==> src/rtl/clause_trav_pkg.sv <==
// Shared types for the clause traversal unit: FSM states, clause classes and
// helpers that locate the per-literal flag bits inside a clause word.
package clause_trav_pkg;

  typedef enum logic [2:0] {
    S_IDLE,
    S_READ,
    S_WAIT,
    S_EVAL,
    S_IMPL,
    S_DONE
  } trav_state_t;

  typedef enum logic [1:0] {
    SATISFIED,
    CONFLICT,
    UNIT,
    OPEN
  } clause_class_t;

  // Flag triple sitting just above the variable id in each literal slot.
  typedef struct packed {
    logic sign;
    logic assigned;
    logic val;
  } lit_flags_t;

  function automatic int slot_lsb(input int slot, input int lit_w);
    return slot * lit_w;
  endfunction

  function automatic int flags_lsb(input int slot, input int var_w);
    return slot * (var_w + 3) + var_w;
  endfunction

endpackage

==> src/rtl/clause_eval.sv <==
// Combinational clause classifier: satisfied / conflict / unit / open, plus
// the implied variable and value when exactly one literal is left unassigned.
module clause_eval
  import clause_trav_pkg::*;
#(
  parameter int NLIT  = 4,
  parameter int VAR_W = 10,
  localparam int LIT_W = VAR_W + 3
) (
  input  logic [NLIT*LIT_W-1:0] i_slots,
  output logic [1:0]            o_class,
  output logic [VAR_W-1:0]      o_unit_var,
  output logic                  o_unit_value
);

  lit_flags_t    w_f;
  logic          w_any_true;
  logic [1:0]    w_n_unas;
  clause_class_t w_class;

  always_comb begin
    w_f          = '0;
    w_any_true   = 1'b0;
    w_n_unas     = 2'd0;
    o_unit_var   = '0;
    o_unit_value = 1'b0;
    for (int i = 0; i < NLIT; i++) begin
      w_f = lit_flags_t'(i_slots[flags_lsb(i, VAR_W) +: 3]);
      if (w_f.assigned && (w_f.val != w_f.sign)) w_any_true = 1'b1;
      // Unassigned count saturates at 2: only 0, 1 and "more" matter.
      if (!w_f.assigned) begin
        if (w_n_unas != 2'd2) w_n_unas = w_n_unas + 2'd1;
        o_unit_var   = i_slots[slot_lsb(i, LIT_W) +: VAR_W];
        o_unit_value = ~w_f.sign;
      end
    end
    if (w_any_true)              w_class = SATISFIED;
    else if (w_n_unas == 2'd0)   w_class = CONFLICT;
    else if (w_n_unas == 2'd1)   w_class = UNIT;
    else                         w_class = OPEN;
  end

  assign o_class = w_class;

endmodule

==> src/rtl/clause_traversal_unit.sv <==
// Walks a linked list of clauses after a variable assignment: read, write back
// the assignment, classify, emit implications, and stop on conflict or end.
module clause_traversal_unit
  import clause_trav_pkg::*;
#(
  parameter int NLIT   = 4,
  parameter int VAR_W  = 10,
  parameter int ADDR_W = 12,
  localparam int OFF_W  = $clog2(NLIT),
  localparam int LIT_W  = VAR_W + 3,
  localparam int WORD_W = ADDR_W + OFF_W + NLIT * LIT_W
) (
  input  logic              i_clk,
  input  logic              i_rst,
  input  logic              i_start,
  input  logic [ADDR_W-1:0] i_head_addr,
  input  logic [OFF_W-1:0]  i_head_off,
  input  logic              i_value,
  output logic              o_mem_re,
  output logic              o_mem_we,
  output logic [ADDR_W-1:0] o_mem_addr,
  output logic [WORD_W-1:0] o_mem_wdata,
  input  logic [WORD_W-1:0] i_mem_rdata,
  output logic              o_impl_valid,
  input  logic              i_impl_ready,
  output logic [VAR_W-1:0]  o_impl_var,
  output logic              o_impl_value,
  output logic              o_busy,
  output logic              o_finish,
  output logic              o_conflict,
  output logic [2:0]        o_dbg_state
);

  // Implication handshake: a transfer happens on a rising edge where
  // o_impl_valid and i_impl_ready are both 1; until then o_impl_var and
  // o_impl_value stay constant and o_impl_valid never drops.

  trav_state_t       r_state;
  logic [ADDR_W-1:0] r_addr;
  logic [OFF_W-1:0]  r_off;
  logic              r_value;
  logic              r_conf_pend;
  logic [WORD_W-1:0] r_word;

  logic [WORD_W-1:0] w_updated;
  logic [ADDR_W-1:0] w_next_ptr;
  logic [OFF_W-1:0]  w_next_off;
  logic [1:0]        w_class;
  logic [VAR_W-1:0]  w_unit_var;
  logic              w_unit_value;
  logic              w_advance;

  // Fresh read data with the assigned slot's flags overwritten; this is both
  // the write-back word and the word that gets classified.
  always_comb begin
    w_updated = i_mem_rdata;
    for (int i = 0; i < NLIT; i++) begin
      if (r_off == OFF_W'(i)) begin
        w_updated[flags_lsb(i, VAR_W) + 1] = 1'b1;
        w_updated[flags_lsb(i, VAR_W)]     = r_value;
      end
    end
  end

  assign w_next_ptr = r_word[WORD_W-1 -: ADDR_W];
  assign w_next_off = r_word[WORD_W-ADDR_W-1 -: OFF_W];

  clause_eval #(
    .NLIT  (NLIT),
    .VAR_W (VAR_W)
  ) u_eval (
    .i_slots      (r_word[NLIT*LIT_W-1:0]),
    .o_class      (w_class),
    .o_unit_var   (w_unit_var),
    .o_unit_value (w_unit_value)
  );

  assign w_advance = ((r_state == S_EVAL) && (w_class == SATISFIED || w_class == OPEN)) ||
                     ((r_state == S_IMPL) && i_impl_ready);

  assign o_dbg_state = r_state;

  always_ff @(posedge i_clk) begin
    if (i_rst) begin
      r_state      <= S_IDLE;
      r_addr       <= '0;
      r_off        <= '0;
      r_value      <= 1'b0;
      r_conf_pend  <= 1'b0;
      r_word       <= '0;
      o_mem_re     <= 1'b0;
      o_mem_we     <= 1'b0;
      o_mem_addr   <= '0;
      o_mem_wdata  <= '0;
      o_impl_valid <= 1'b0;
      o_impl_var   <= '0;
      o_impl_value <= 1'b0;
      o_busy       <= 1'b0;
      o_finish     <= 1'b0;
      o_conflict   <= 1'b0;
    end else begin
      o_mem_re   <= 1'b0;
      o_mem_we   <= 1'b0;
      o_finish   <= 1'b0;
      o_conflict <= 1'b0;
      case (r_state)
        S_IDLE: begin
          if (i_start) begin
            r_addr      <= i_head_addr;
            r_off       <= i_head_off;
            r_value     <= i_value;
            r_conf_pend <= 1'b0;
            o_busy      <= 1'b1;
            if (i_head_addr == '0) begin
              o_finish <= 1'b1;
              r_state  <= S_DONE;
            end else begin
              o_mem_re   <= 1'b1;
              o_mem_addr <= i_head_addr;
              r_state    <= S_READ;
            end
          end
        end
        S_READ: r_state <= S_WAIT;
        S_WAIT: begin
          r_word      <= w_updated;
          o_mem_wdata <= w_updated;
          o_mem_we    <= 1'b1;
          r_state     <= S_EVAL;
        end
        S_EVAL: begin
          if (w_class == CONFLICT) begin
            r_conf_pend <= 1'b1;
            o_finish    <= 1'b1;
            o_conflict  <= 1'b1;
            r_state     <= S_DONE;
          end else if (w_class == UNIT) begin
            o_impl_valid <= 1'b1;
            o_impl_var   <= w_unit_var;
            o_impl_value <= w_unit_value;
            r_state      <= S_IMPL;
          end
        end
        S_IMPL: ;
        S_DONE: begin
          r_conf_pend <= 1'b0;
          o_busy      <= 1'b0;
          r_state     <= S_IDLE;
        end
        default: r_state <= S_IDLE;
      endcase
      // Shared exit for non-conflicting clauses; a pointer equal to the
      // current address is followed like any other.
      if (w_advance) begin
        r_addr       <= w_next_ptr;
        r_off        <= w_next_off;
        o_impl_valid <= 1'b0;
        if (w_next_ptr == '0) begin
          o_finish   <= 1'b1;
          o_conflict <= r_conf_pend;
          r_state    <= S_DONE;
        end else begin
          o_mem_re   <= 1'b1;
          o_mem_addr <= w_next_ptr;
          r_state    <= S_READ;
        end
      end
    end
  end

endmodule

==> config.mk <==
export PLATFORM = sky130hd
export DESIGN_NAME = clause_traversal_unit
export DESIGN_NICKNAME = d
export VERILOG_FILES = /design/src/rtl/clause_trav_pkg.sv /design/src/rtl/clause_eval.sv /design/src/rtl/clause_traversal_unit.sv
export SDC_FILE = /design/constraint.sdc
export NUM_CORES = 1
export LEC_CHECK = 0
export BUFFER_PORTS_ARGS = -buffer_cell sky130_fd_sc_hd__buf_2
export CAP_MARGIN = 0
export CORE_MARGIN = 1.5
export CORE_UTILIZATION = 52
export CTS_CLUSTER_DIAMETER = 120
export DETAILED_ROUTE_END_ITERATION = 16
export GPL_ROUTABILITY_DRIVEN = 0
export MAX_ROUTING_LAYER = met4
export PLACE_DENSITY_LB_ADDON = 0.05
export SYNTH_ARGS = -nofsm -noshare
export SYNTH_HDL_FRONTEND = slang
export SYNTH_SLANG_ARGS = --single-unit
==> constraint.sdc <==
create_clock -name i_clk -period 9 [get_ports i_clk]
set_clock_uncertainty 0.1 [all_clocks]
set_input_delay 0.45 -clock i_clk [delete_from_list [all_inputs] [get_ports i_clk]]
set_output_delay 0.45 -clock i_clk [all_outputs]
set_load 0.01 [all_outputs]
-- Word level (Yosys, flattened, before mapping)
Cells that the tools add are included.
- output and inout port bits: 98
- flip-flop bits (word level): 102
- bits of input ports: 85
- reductions and logical operators: 25
- bitwise operators: 5
- muxes and demuxes: 61
- add/subtract/negate cells: 3
- eq/ne operators: 24
- operators by type and width (operator ; number):
    12-bit two-way mux ; 5
    10-bit two-way mux ; 4
    2-bit two-way mux ; 15
    1-bit two-way mux ; 27
    12-bit logical NOT ; 2
    3-bit two-way mux ; 6
    3-bit one-hot mux with 5 select lines ; 1
    3-bit AND reduction ; 3
    2-bit == test (second input constant) ; 4
    2-bit inequality test (second input constant) ; 4
    2-bit by 1-bit == test with 1-bit output (second input constant) ; 3
    3-bit by 2-bit == test with 1-bit output (second input constant) ; 2
    3-bit == test (second input constant) ; 2
    1-bit logical AND ; 6
    2-bit logical NOT ; 3
    2-bit AND reduction ; 3
    2-bit nonzero test ; 3
    1-bit NOT ; 5
    2-bit by 1-bit adder with 2-bit output (second input constant) ; 2
    1-bit inequality test ; 4
    4-bit by 2-bit inequality test with 1-bit output (second input constant) ; 1
    1-bit one-hot mux with 2 select lines ; 2
    3-bit by 1-bit == test with 1-bit output (second input constant) ; 1
    3-bit logical NOT ; 1
    other kinds (8) ; 9

-- Logic depth before layout (Yosys ltp)
Gate-level depths: netlist of the first run.
- word-level depth: 20
- mapped depth: 14
- mapped depth without buffers: 12

-- Modules after synthesis
Synthesis of the first run repeated with hierarchy kept, for this count alone.
- cells, all modules: 558
- area, all modules: 4600.7 um^2
- modules (own cells, without submodules) (module ; sequential area each (um^2) ; instances ; cells each ; area each (um^2)):
    clause_traversal_unit ; 2042.0 ; 1 ; 470 ; 3987.6
    clause_eval ; 0.0 ; 1 ; 88 ; 613.1

-- Worst setup path before layout of the first run
Ideal clock, no wire load.
- path kind: register to register
- start: reg r_word[24]
- end: reg o_conflict
- setup slack: 5870 ps
- stages on the path, launching flop included: 14
- arrival: 2965 ps
- period minus slack after synthesis: 3130 ps
- cells stage by stage: dfxtp_1 -> clkbuf_1 -> inv_1 -> ha_1 -> mux2i_1 -> ha_1 -> nor2_1 -> a21o_1 -> a21o_1 -> ha_1 -> and4b_1 -> o2111ai_1 -> mux2_2 -> nor2_1
- word-level cells in the longest chain between the ends: 16
- RTL lines (item ; line ; text):
    start: declaration ; clause_traversal_unit.sv:43 ; logic [WORD_W-1:0] r_word;
    start signal: assignment ; clause_traversal_unit.sv:126 ; r_word <= w_updated;
    2-bit two-way mux ; clause_eval.sv:31 ; if (!w_f.assigned) begin
    2-bit by 1-bit adder with 2-bit output or 2-bit inequality test (tied branches) ; clause_eval.sv:32 ; if (w_n_unas != 2'd2) w_n_unas = w_n_unas + 2'd1;
    2-bit two-way mux ; clause_eval.sv:32 ;
    2-bit two-way mux ; clause_eval.sv:31 ;
    2-bit by 1-bit adder with 2-bit output or 2-bit inequality test (tied branches) ; clause_eval.sv:32 ;
    2-bit two-way mux ; clause_eval.sv:32 ;
    2-bit two-way mux ; clause_eval.sv:31 ;
    2-bit by 1-bit == test with 1-bit output ; clause_eval.sv:39 ; else if (w_n_unas == 2'd1) w_class = UNIT;
    1-bit two-way mux ; clause_eval.sv:39 ;
    2-bit two-way mux ; clause_eval.sv:38 ; else if (w_n_unas == 2'd0) w_class = CONFLICT;
    2-bit two-way mux * ; clause_eval.sv:37 ; if (w_any_true) w_class = SATISFIED;
    2-bit by 1-bit == test with 1-bit output, or another cell as far along ; clause_traversal_unit.sv:132 ; if (w_class == CONFLICT) begin
    1-bit two-way mux or 1-bit logical OR (tied branches) ; clause_traversal_unit.sv:132, clause_traversal_unit.sv:78 ;
    1-bit two-way mux or 1-bit logical AND (tied branches) ; clause_traversal_unit.sv:106, clause_traversal_unit.sv:78 ;
    1-bit two-way mux or 1-bit logical OR (tied branches) ; clause_traversal_unit.sv:158, clause_traversal_unit.sv:78 ;
    1-bit two-way mux * ; clause_traversal_unit.sv:154 ; if (w_advance) begin
    end signal: assignment ; clause_traversal_unit.sv:160 ; o_conflict <= r_conf_pend;
    end: declaration ; clause_traversal_unit.sv:30 ; output logic o_conflict,
Mark *: on every way between the ends. The rest lies on a longest branch, timed or not.
A chain may end at the register's enable or synchronous reset.

-- Worst setup path after layout of the first run
- start: reg r_word[24]
- end: reg o_mem_addr[3]
- word-level cells in the longest chain between the ends: 16
- RTL lines (item ; line ; text):
    2-bit two-way mux ; clause_eval.sv:31 ;
    2-bit by 1-bit adder with 2-bit output or 2-bit inequality test (tied branches) ; clause_eval.sv:32 ;
    2-bit two-way mux ; clause_eval.sv:32 ;
    2-bit two-way mux ; clause_eval.sv:31 ;
    2-bit by 1-bit adder with 2-bit output or 2-bit inequality test (tied branches) ; clause_eval.sv:32 ;
    2-bit two-way mux ; clause_eval.sv:32 ;
    2-bit two-way mux ; clause_eval.sv:31 ;
    2-bit by 1-bit == test with 1-bit output ; clause_eval.sv:39 ;
    1-bit two-way mux ; clause_eval.sv:39 ;
    2-bit two-way mux ; clause_eval.sv:38 ;
    2-bit two-way mux * ; clause_eval.sv:37 ;
    2-bit == test or 2-bit logical NOT (tied branches) ; clause_traversal_unit.sv:78 ; assign w_advance = ((r_state == S_EVAL) && (w_class == SATISFIED || w_class == OPEN)) ||
    1-bit logical OR * ; clause_traversal_unit.sv:78 ;
    1-bit logical AND * ; clause_traversal_unit.sv:78 ;
    1-bit logical OR * ; clause_traversal_unit.sv:78 ;
    12-bit two-way mux * ; clause_traversal_unit.sv:154 ;
    end signal: assignment ; clause_traversal_unit.sv:119 ; o_mem_addr <= i_head_addr;
    end signal: assignment ; clause_traversal_unit.sv:164 ; o_mem_addr <= w_next_ptr;
    end: declaration ; clause_traversal_unit.sv:21 ; output logic [ADDR_W-1:0] o_mem_addr,
Marks and branches as above.

==> impl_metrics.csv, run 1 <==
group,metric,value,unit
setup_path,critical_path_peak_fanout,27,
grt,grt_pass1_vias,3913,
hold_path,min-delay-path-class,"in2reg",
sta,rsz_0062_raised_after_global_routing,"false",
yosys,seq_area_frac_synth,44.8,%
yosys,synth_edf_count,0,
yosys,synth_area,0.00456,mm²
job,max_cap_viols,0,
detailed_routing,route.antenna.remaining_nets,0,
setup_path,end_kind,"flip-flop",
detailed_routing,route.detailed.drc,0,
yosys,synth.area.top_cells,"sky130_fd_sc_hd__dfxtp_1 45%, sky130_fd_sc_hd__nand2_1 10%, sky130_fd_sc_hd__a21oi_1 8.0%",
die,placementRows,33,
cells_and_area,post_route_cells_drive_above_1_share,30.6,%
detailed_routing,routed-via-count,4426,
sta,slew_viol_final,0,
clocking,worst_skew_pair.late_latency,0.36,ns
yosys,yosysTopAreaCell,"sky130_fd_sc_hd__dfxtp_1",
die,full_die_area,0.00934,mm²
sta,hold_viol_final,0,
status,status,"complete, no violations",
detailed_routing,totalWireLength,12.5,mm
detailed_routing,dr.first_iter.drc_count,249,
setup_path,r2r-start,"r_word[24]$_SDFFE_PP0P_",
die,io_pins,183,
cells_and_area,finish.net_count,795,
power,power,0.00110,W
yosys,ys_dominant_reg_cell,"sky130_fd_sc_hd__dfxtp_1",
clocking,post_cts_resized,0,
setup_path,worst_r2r_endpoint,"o_mem_addr[3]$_SDFF_PP0_",
cells_and_area,antenna-diode-count,0,
setup_path,crit_type,"reg2reg",
power,power.static_leakage,2.43,nW
yosys,synthesis.nets,645,
grt,global_route.usage.total,26.9,%
setup_path,r2r_slack,5.27,ns
clocking,cts_buffers,9,
grt,grt_max_degree,103,
grt,grt_overflow,0,
setup_path,cp_data_arrival_time,3.91,ns
clocking,post-cts-setup-buffer-count,0,
setup_path,worstRegToRegCells,12,
yosys,synth_cell_type_count,44,
yosys,synthesis.area_per_instance,8.23,µm²
yosys,post-synth-top-count-cell,"sky130_fd_sc_hd__nand2_1",
die,die_w,96.7,µm
clocking,path_clk_slew,0.10,ns
setup_path,required,9.18,ns
detailed_routing,route.detailed.vias_per_inst,5.44,
die,core_area,0.00834,mm²
sta,final-setup-viol-count,0,
clocking,sink_count_of_the_clock_tree,102,
sta,slew-limit-headroom,20.3,%
clocking,htree_num_levels,3,
clocking,post_cts_hold_buffer_count,0,
yosys,synthCells,554,
yosys,synthTopCellsByCount,"124 x sky130_fd_sc_hd__nand2_1, 102 x sky130_fd_sc_hd__dfxtp_1, 73 x sky130_fd_sc_hd__a21oi_1",
detailed_routing,wl_per_cell,15.3,µm
clocking,cts_buffer_depth,2,
die,chipHeight,96.7,µm
cells_and_area,layout-area-overhead-vs-synth,22.4,%
detailed_routing,tritonroute_pass_1_iters,5,
sta,period_share,41.4,%
power,power_density,198,mW/mm²
yosys,ys.warnings.count,0,
setup_path,startpoint_type,"flip-flop",
placement,detailedPlacementHpwl,8.82,mm
placement,numPortBuffers,182,
grt,grt_first_pass_wirelength,20.1,mm
yosys,asyncSetResetFlopFracSynth,0,%
sta,min_period,3.73,ns
sta,summed_negative_setup_slack_over_all_endpoints,0,ns
sta,maximum_clock_rate,268,MHz
yosys,postSynthRegisterBits,102,
yosys,portion_of_synthesized_cell_area_occupied_by_the_leading_cell_type,44.8,%
power,max-vdd-ir-drop,133,µV
sta,worst_max_slew_pin_slew,1.20,ns
hold_path,holdPathStages,3,
die,initial_utilization,54.7,%
hold_path,hold_path.startpoint,"i_mem_rdata[56]",
hold_path,hold-path-endpoint,"r_word[56]$_SDFFE_PP0P_",
grt,antenna_found_initial,0,
clocking,cts_tree,"built",
clocking,buffer_type_at_the_clock_tree_root,"sky130_fd_sc_hd__clkbuf_8",
## cell type report
cell class                 instances  area [µm²]
multi-input combinational        401        2290
inverter                           7        26.3
clock inverter                     4        31.3
tap                              105         131
fill                             763        2760
clock buffer                      12         145
sequential                       102        2040
timing repair buffer             183         921
## worst max-delay path, cell delays in order, from the launching register on
cell and delay [ns]:
sky130_fd_sc_hd__dfxtp_1 0.81, sky130_fd_sc_hd__inv_1 0.14, sky130_fd_sc_hd__ha_1 0.34, sky130_fd_sc_hd__mux2i_1 0.08, sky130_fd_sc_hd__ha_1 0.32, sky130_fd_sc_hd__nor2_1 0.04, sky130_fd_sc_hd__a21o_1 0.22, sky130_fd_sc_hd__a21o_1 0.16
sky130_fd_sc_hd__ha_1 0.29, sky130_fd_sc_hd__and4b_1 0.27, sky130_fd_sc_hd__o32ai_4 0.51, sky130_fd_sc_hd__nor2_1 0.13, sky130_fd_sc_hd__a211oi_2 0.23
## metrics by stage
| stage | util, % | setup WS (ns) | cells | hold WS (ns) | cell area [µm²] |
|---|---|---|---|---|---|
| after CTS | 67.0 | 5.29 | 814 | 0.200 | 5590 |
| after floorplan | - | 5.87 | 554 | 0.391 | 4560 |
| after global routing | 67.0 | 5.00 | 814 | 0.193 | 5590 |
| after global placement | 64.9 | 5.50 | 798 | 0.353 | 5410 |
| after detailed placement | 64.9 | 5.31 | 798 | 0.362 | 5410 |
| final | 67.0 | 5.27 | 814 | 0.211 | 5590 |
## sequential cells by signal (all words and copies together) (netlist names)
signal	cells
r_word	66
o_dbg_state	3
r_conf_pend	1
o_conflict	1
o_mem_we	1
o_busy	1
o_impl_var	10
r_off	2
o_mem_re	1
o_mem_addr	12
o_finish	1
r_value	1
o_impl_valid	1
o_impl_value	1
## where the power goes
group	leakage (nW)	total (W)	internal, W	switching (W)
sequential	0.829	0.000553	0.000494	0.0000585
clock	0.0792	0.000270	0.000110	0.000160
combinational	1.52	0.000281	0.000121	0.000160
## metal layers
| layer | track usage, % | part of all wire (%) | vias to the layer above |
|---|---|---|---|
| li1 | - | - | 2216 |
| met1 | 38.7 | 49 | 2028 |
| met2 | 39.5 | 44 | 171 |
| met3 | 5.27 | 6.1 | 11 |
| met4 | 5.35 | 0.92 | 0 |
| met5 | - | 0 | - |
## cells by family after synthesis
kind of cell	Yosys count	synth area share, %
compound gates	142	20.7
xor+xnor	4	0.768
fa+ha+maj	6	1.65
buf+inv	51	5.24
flops	102	44.8
mux	18	3.98
simple gates	231	22.9
## worst max path at each step
stage | start | endpoint | slack, ns | depth (start not counted)
floorplan | r_word[24]$_SDFFE_PP0P_ | o_conflict$_SDFF_PP0_ | 5.87 | 13
global placement | r_word[24]$_SDFFE_PP0P_ | o_mem_addr[7]$_SDFF_PP0_ | 5.50 | 12
detailed placement | r_word[24]$_SDFFE_PP0P_ | o_mem_addr[3]$_SDFF_PP0_ | 5.31 | 12
CTS | r_word[24]$_SDFFE_PP0P_ | o_mem_addr[3]$_SDFF_PP0_ | 5.29 | 12
global route | r_word[24]$_SDFFE_PP0P_ | o_mem_addr[7]$_SDFF_PP0_ | 5.00 | 12
finish | r_word[24]$_SDFFE_PP0P_ | o_mem_addr[3]$_SDFF_PP0_ | 5.27 | 12
## cell usage in the layout (no fill, tap or decap), types with 3 or more instances in the layout
cell and count:
sky130_fd_sc_hd__buf_2 181, sky130_fd_sc_hd__nand2_1 124, sky130_fd_sc_hd__dfxtp_1 102, sky130_fd_sc_hd__a21oi_1 73, sky130_fd_sc_hd__nor2_1 51, sky130_fd_sc_hd__a211oi_1 19
sky130_fd_sc_hd__mux2i_1 17, sky130_fd_sc_hd__nand2b_1 14, sky130_fd_sc_hd__a31oi_1 12, sky130_fd_sc_hd__nand3b_1 11, sky130_fd_sc_hd__a22oi_1 10, sky130_fd_sc_hd__clkbuf_8 10
sky130_fd_sc_hd__inv_1 7, sky130_fd_sc_hd__nand3_1 6, sky130_fd_sc_hd__nor4_1 6, sky130_fd_sc_hd__a211oi_2 6, sky130_fd_sc_hd__ha_1 6, sky130_fd_sc_hd__a311oi_1 5
sky130_fd_sc_hd__a21o_1 4, sky130_fd_sc_hd__xor2_1 4, sky130_fd_sc_hd__a22oi_2 4, sky130_fd_sc_hd__or2_2 3, sky130_fd_sc_hd__clkinvlp_4 3
Note: power is estimated with default switching activity, not from simulation.
==> inputs of run 2 (changes only) <==
--- a/config.mk
+++ b/config.mk
@@ -5,10 +5,11 @@
 export SDC_FILE = /design/constraint.sdc
 export NUM_CORES = 1
 export LEC_CHECK = 0
+export ABC_AREA = 1
 export BUFFER_PORTS_ARGS = -buffer_cell sky130_fd_sc_hd__buf_2
 export CAP_MARGIN = 0
 export CORE_MARGIN = 1.5
-export CORE_UTILIZATION = 52
+export CORE_UTILIZATION = 44
 export CTS_CLUSTER_DIAMETER = 120
 export DETAILED_ROUTE_END_ITERATION = 16
 export GPL_ROUTABILITY_DRIVEN = 0
==> constraint.sdc (replaced) <==
create_clock -name i_clk -period 3.2 [get_ports i_clk]
set_clock_uncertainty 0.1 [all_clocks]
set_input_delay 0.16 -clock i_clk [delete_from_list [all_inputs] [get_ports i_clk]]
set_output_delay 0.16 -clock i_clk [all_outputs]
set_load 0.01 [all_outputs]
==> impl_metrics.csv, run 2 <==
group,metric,value,unit
clocking,cts_buffer_depth,2,
placement,pre_cts_slack,0.202,ns
clocking,htree_num_levels,3,
status,status,"complete, no violations",
setup_path,cp_peak_stage_delay,0.38,ns
clocking,sink_count_of_the_clock_tree,102,
setup_path,cp_num_buf_inv,4,
power,max-vdd-ir-drop,353,µV
power,power_density,826,mW/mm²
placement,postPlaceCellArea,0.00541,mm²
sta,fin_ws,0.281,ns
setup_path,worstRegToRegCells,15,
cells_and_area,layout_top_registers,"r_word (66), o_mem_addr (12), o_impl_var (10)",
sta,rsz_0062_raised_after_global_routing,"false",
detailed_routing,totalWireLength,14.0,mm
grt,grt_first_pass_wirelength,22.5,mm
detailed_routing,wl_per_cell,14.3,µm
detailed_routing,route.detailed.drc,0,
detailed_routing,routed-via-count,4966,
setup_path,end_kind,"flip-flop",
yosys,synthesis.nets,704,
sta,min_period,2.92,ns
die,core_area,0.00982,mm²
yosys,post-synth-top-count-cell,"sky130_fd_sc_hd__nor2_1",
clocking,worst_skew_pair.late_latency,0.37,ns
placement,detailedPlacementHpwl,9.35,mm
sta,slew-limit-headroom,53.0,%
setup_path,critical_path_peak_fanout,11,
clocking,post-cts-setup-buffer-count,0,
sta,period_share,91.2,%
setup_path,slowest_stage,"sky130_fd_sc_hd__dfxtp_2",
clocking,buffer_type_at_the_clock_tree_root,"sky130_fd_sc_hd__clkbuf_8",
job,max_cap_viols,0,
hold_path,min-delay-path-class,"in2reg",
power,power.static_leakage,2.96,nW
yosys,portion_of_synthesized_cell_area_occupied_by_the_leading_cell_type,45.6,%
grt,grt_pass1_vias,4715,
detailed_routing,route.detailed.vias_per_inst,5.07,
yosys,yosysTopAreaCell,"sky130_fd_sc_hd__dfxtp_1",
cells_and_area,largest_register,"r_word",
cells_and_area,layout_common_cells,"182 x sky130_fd_sc_hd__buf_2, 112 x sky130_fd_sc_hd__nor2_1, 101 x sky130_fd_sc_hd__dfxtp_1",
placement,numPortBuffers,182,
setup_path,crit_type,"reg2reg",
cells_and_area,largest_reg_flops,66,
setup_path,worstSetupPathDepth,15,
detailed_routing,tritonroute_pass_1_iters,5,
sta,hold_viol_final,0,
yosys,synth_cell_type_count,29,
yosys,synthCells,613,
sta,worst_max_slew_pin_slew,0.704,ns
yosys,seq_area_frac_synth,45.6,%
die,die_w,104,µm
yosys,ys_dominant_reg_cell,"sky130_fd_sc_hd__dfxtp_1",
clocking,path_clk_slew,0.12,ns
clocking,cts_buffers,9,
yosys,synth.area.top_cells,"sky130_fd_sc_hd__dfxtp_1 46%, sky130_fd_sc_hd__a21oi_1 9.6%, sky130_fd_sc_hd__nor2_1 9.4%",
grt,grt_overflow,0,
sta,final-setup-viol-count,0,
hold_path,holdPathStages,3,
cells_and_area,layout-area-overhead-vs-synth,40.0,%
setup_path,critical_path.top_delay_family,"adder cells",
clocking,cts_tree,"built",
cells_and_area,post_route_cells_drive_above_1_share,26.1,%
cells_and_area,mostFrequentLayoutCell,"sky130_fd_sc_hd__buf_2",
yosys,postSynthRegisterBits,102,
cells_and_area,fill_cells,926,
yosys,synth_area,0.00448,mm²
yosys,synth_edf_count,0,
cells_and_area,fin_util,63.9,%
detailed_routing,route.antenna.remaining_nets,0,
grt,antenna_found_initial,0,
die,chipHeight,104,µm
die,full_die_area,0.0108,mm²
sta,summed_negative_setup_slack_over_all_endpoints,0,ns
grt,grt_max_degree,70,
setup_path,cp_cell_sequence,"inv_1 -> ha_1 -> or2_1 -> o21ai_0 -> ha_1 -> o21ai_0 -> nand2_1 -> nand2_1 -> inv_1 -> ha_1 -> inv_1 -> nand3_2 -> buf_4 -> a21oi_1 -> a21oi_1",
cells_and_area,final_design_area_no_fill,0.00628,mm²
die,placementRows,36,
yosys,ys.warnings.count,0,
yosys,synthesis.area_per_instance,7.31,µm²
sta,maximum_clock_rate,343,MHz
setup_path,cp_data_arrival_time,3.08,ns
yosys,asyncSetResetFlopFracSynth,0,%
detailed_routing,dr.first_iter.drc_count,197,
die,initial_utilization,45.6,%
grt,global_route.usage.total,26.2,%
cells_and_area,antenna-diode-count,0,
cells_and_area,finish.net_count,932,
yosys,synthTopCellsByCount,"112 x sky130_fd_sc_hd__nor2_1, 102 x sky130_fd_sc_hd__dfxtp_1, 86 x sky130_fd_sc_hd__a21oi_1",
die,io_pins,183,
sta,slew_viol_final,0,
setup_path,startpoint_type,"flip-flop",
setup_path,required,3.36,ns
==> run 2: kinds of logic (layout without fill, tap and decap cells) <==
kind of cell | Yosys count | count (layout) | synth area share [%]
and+or+nand+nor | 205 | 205 | 18.9
buffers and inverters | 91 | 324 | 8.85
adders and majority gates | 6 | 6 | 1.67
AOI/OAI and AO/OA | 209 | 209 | 25.0
DFF | 102 | 102 | 45.6
==> run 2: what timing repair did <==
item | in CTS | in global routing
setup endpoints to repair | 0 | 24
hold buffers | 65 | 0
gates resized for setup | 0 | 5
endpoints found under the hold margin | 65 | 0
==> run 2: final timing paths <==
kind	to	slack, ns	start
worst min register to register	r_conf_pend$_SDFFE_PP0P_	0.35	r_conf_pend$_SDFFE_PP0P_
worst max register to register	o_impl_var[4]$_SDFFE_PP0P_	0.28	r_word[11]$_SDFFE_PP0P_
worst max-delay path	o_impl_var[4]$_SDFFE_PP0P_	0.28	r_word[11]$_SDFFE_PP0P_
worst min-delay path	r_word[37]$_SDFFE_PP0P_	0.008	i_mem_rdata[37]
==> run 2: per-layer routing <==
layer / wire length [µm] / track usage (%) / vias up / share of wire (%)
li1: - / - / 2487 / -
met1: 6120 / 31.5 / 2312 / 44
met2: 7040 / 45.3 / 151 / 50
met3: 642 / 3.70 / 16 / 4.6
met4: 212 / 8.53 / 0 / 1.5
met5: 0 / - / - / 0
==> run 2: through the flow <==
stage	hold slack [ns]	instances	power [W]
final	0.00807	979	0.00518
after global routing	0.0213	979	0.00561
after CTS	0.00140	978	0.00517
after detailed placement	0.317	897	0.00430
after global placement	0.310	897	0.00425
after floorplan	0.201	613	0.00354
==> run 2: tightest hold or removal path, stage by stage <==
cell	delay, ns
sky130_fd_sc_hd__buf_2	0.08
sky130_fd_sc_hd__nor3_1	0.05
sky130_fd_sc_hd__a211oi_1	0.15
==> run 2: power breakdown <==
group	leakage [nW]	switching, W	total (W)	internal [W]
Sequential	0.834	0.000340	0.00203	0.00169
Clock	0.0918	0.000510	0.000814	0.000304
Combinational	2.03	0.00146	0.00234	0.000874
==> run 2: final cells by class <==
cell class | count | area, µm² | area share [%]
clock buffers | 9 | 124 | 1.97
clock inverters | 7 | 66.3 | 1.06
inverters | 55 | 213 | 3.39
multi-input cells | 420 | 2060 | 32.8
flip-flops and latches | 102 | 2040 | 32.6
well taps | 133 | 166 | 2.65
repair buffers | 252 | 1600 | 25.5
repair inverters | 1 | 7.51 | 0.120
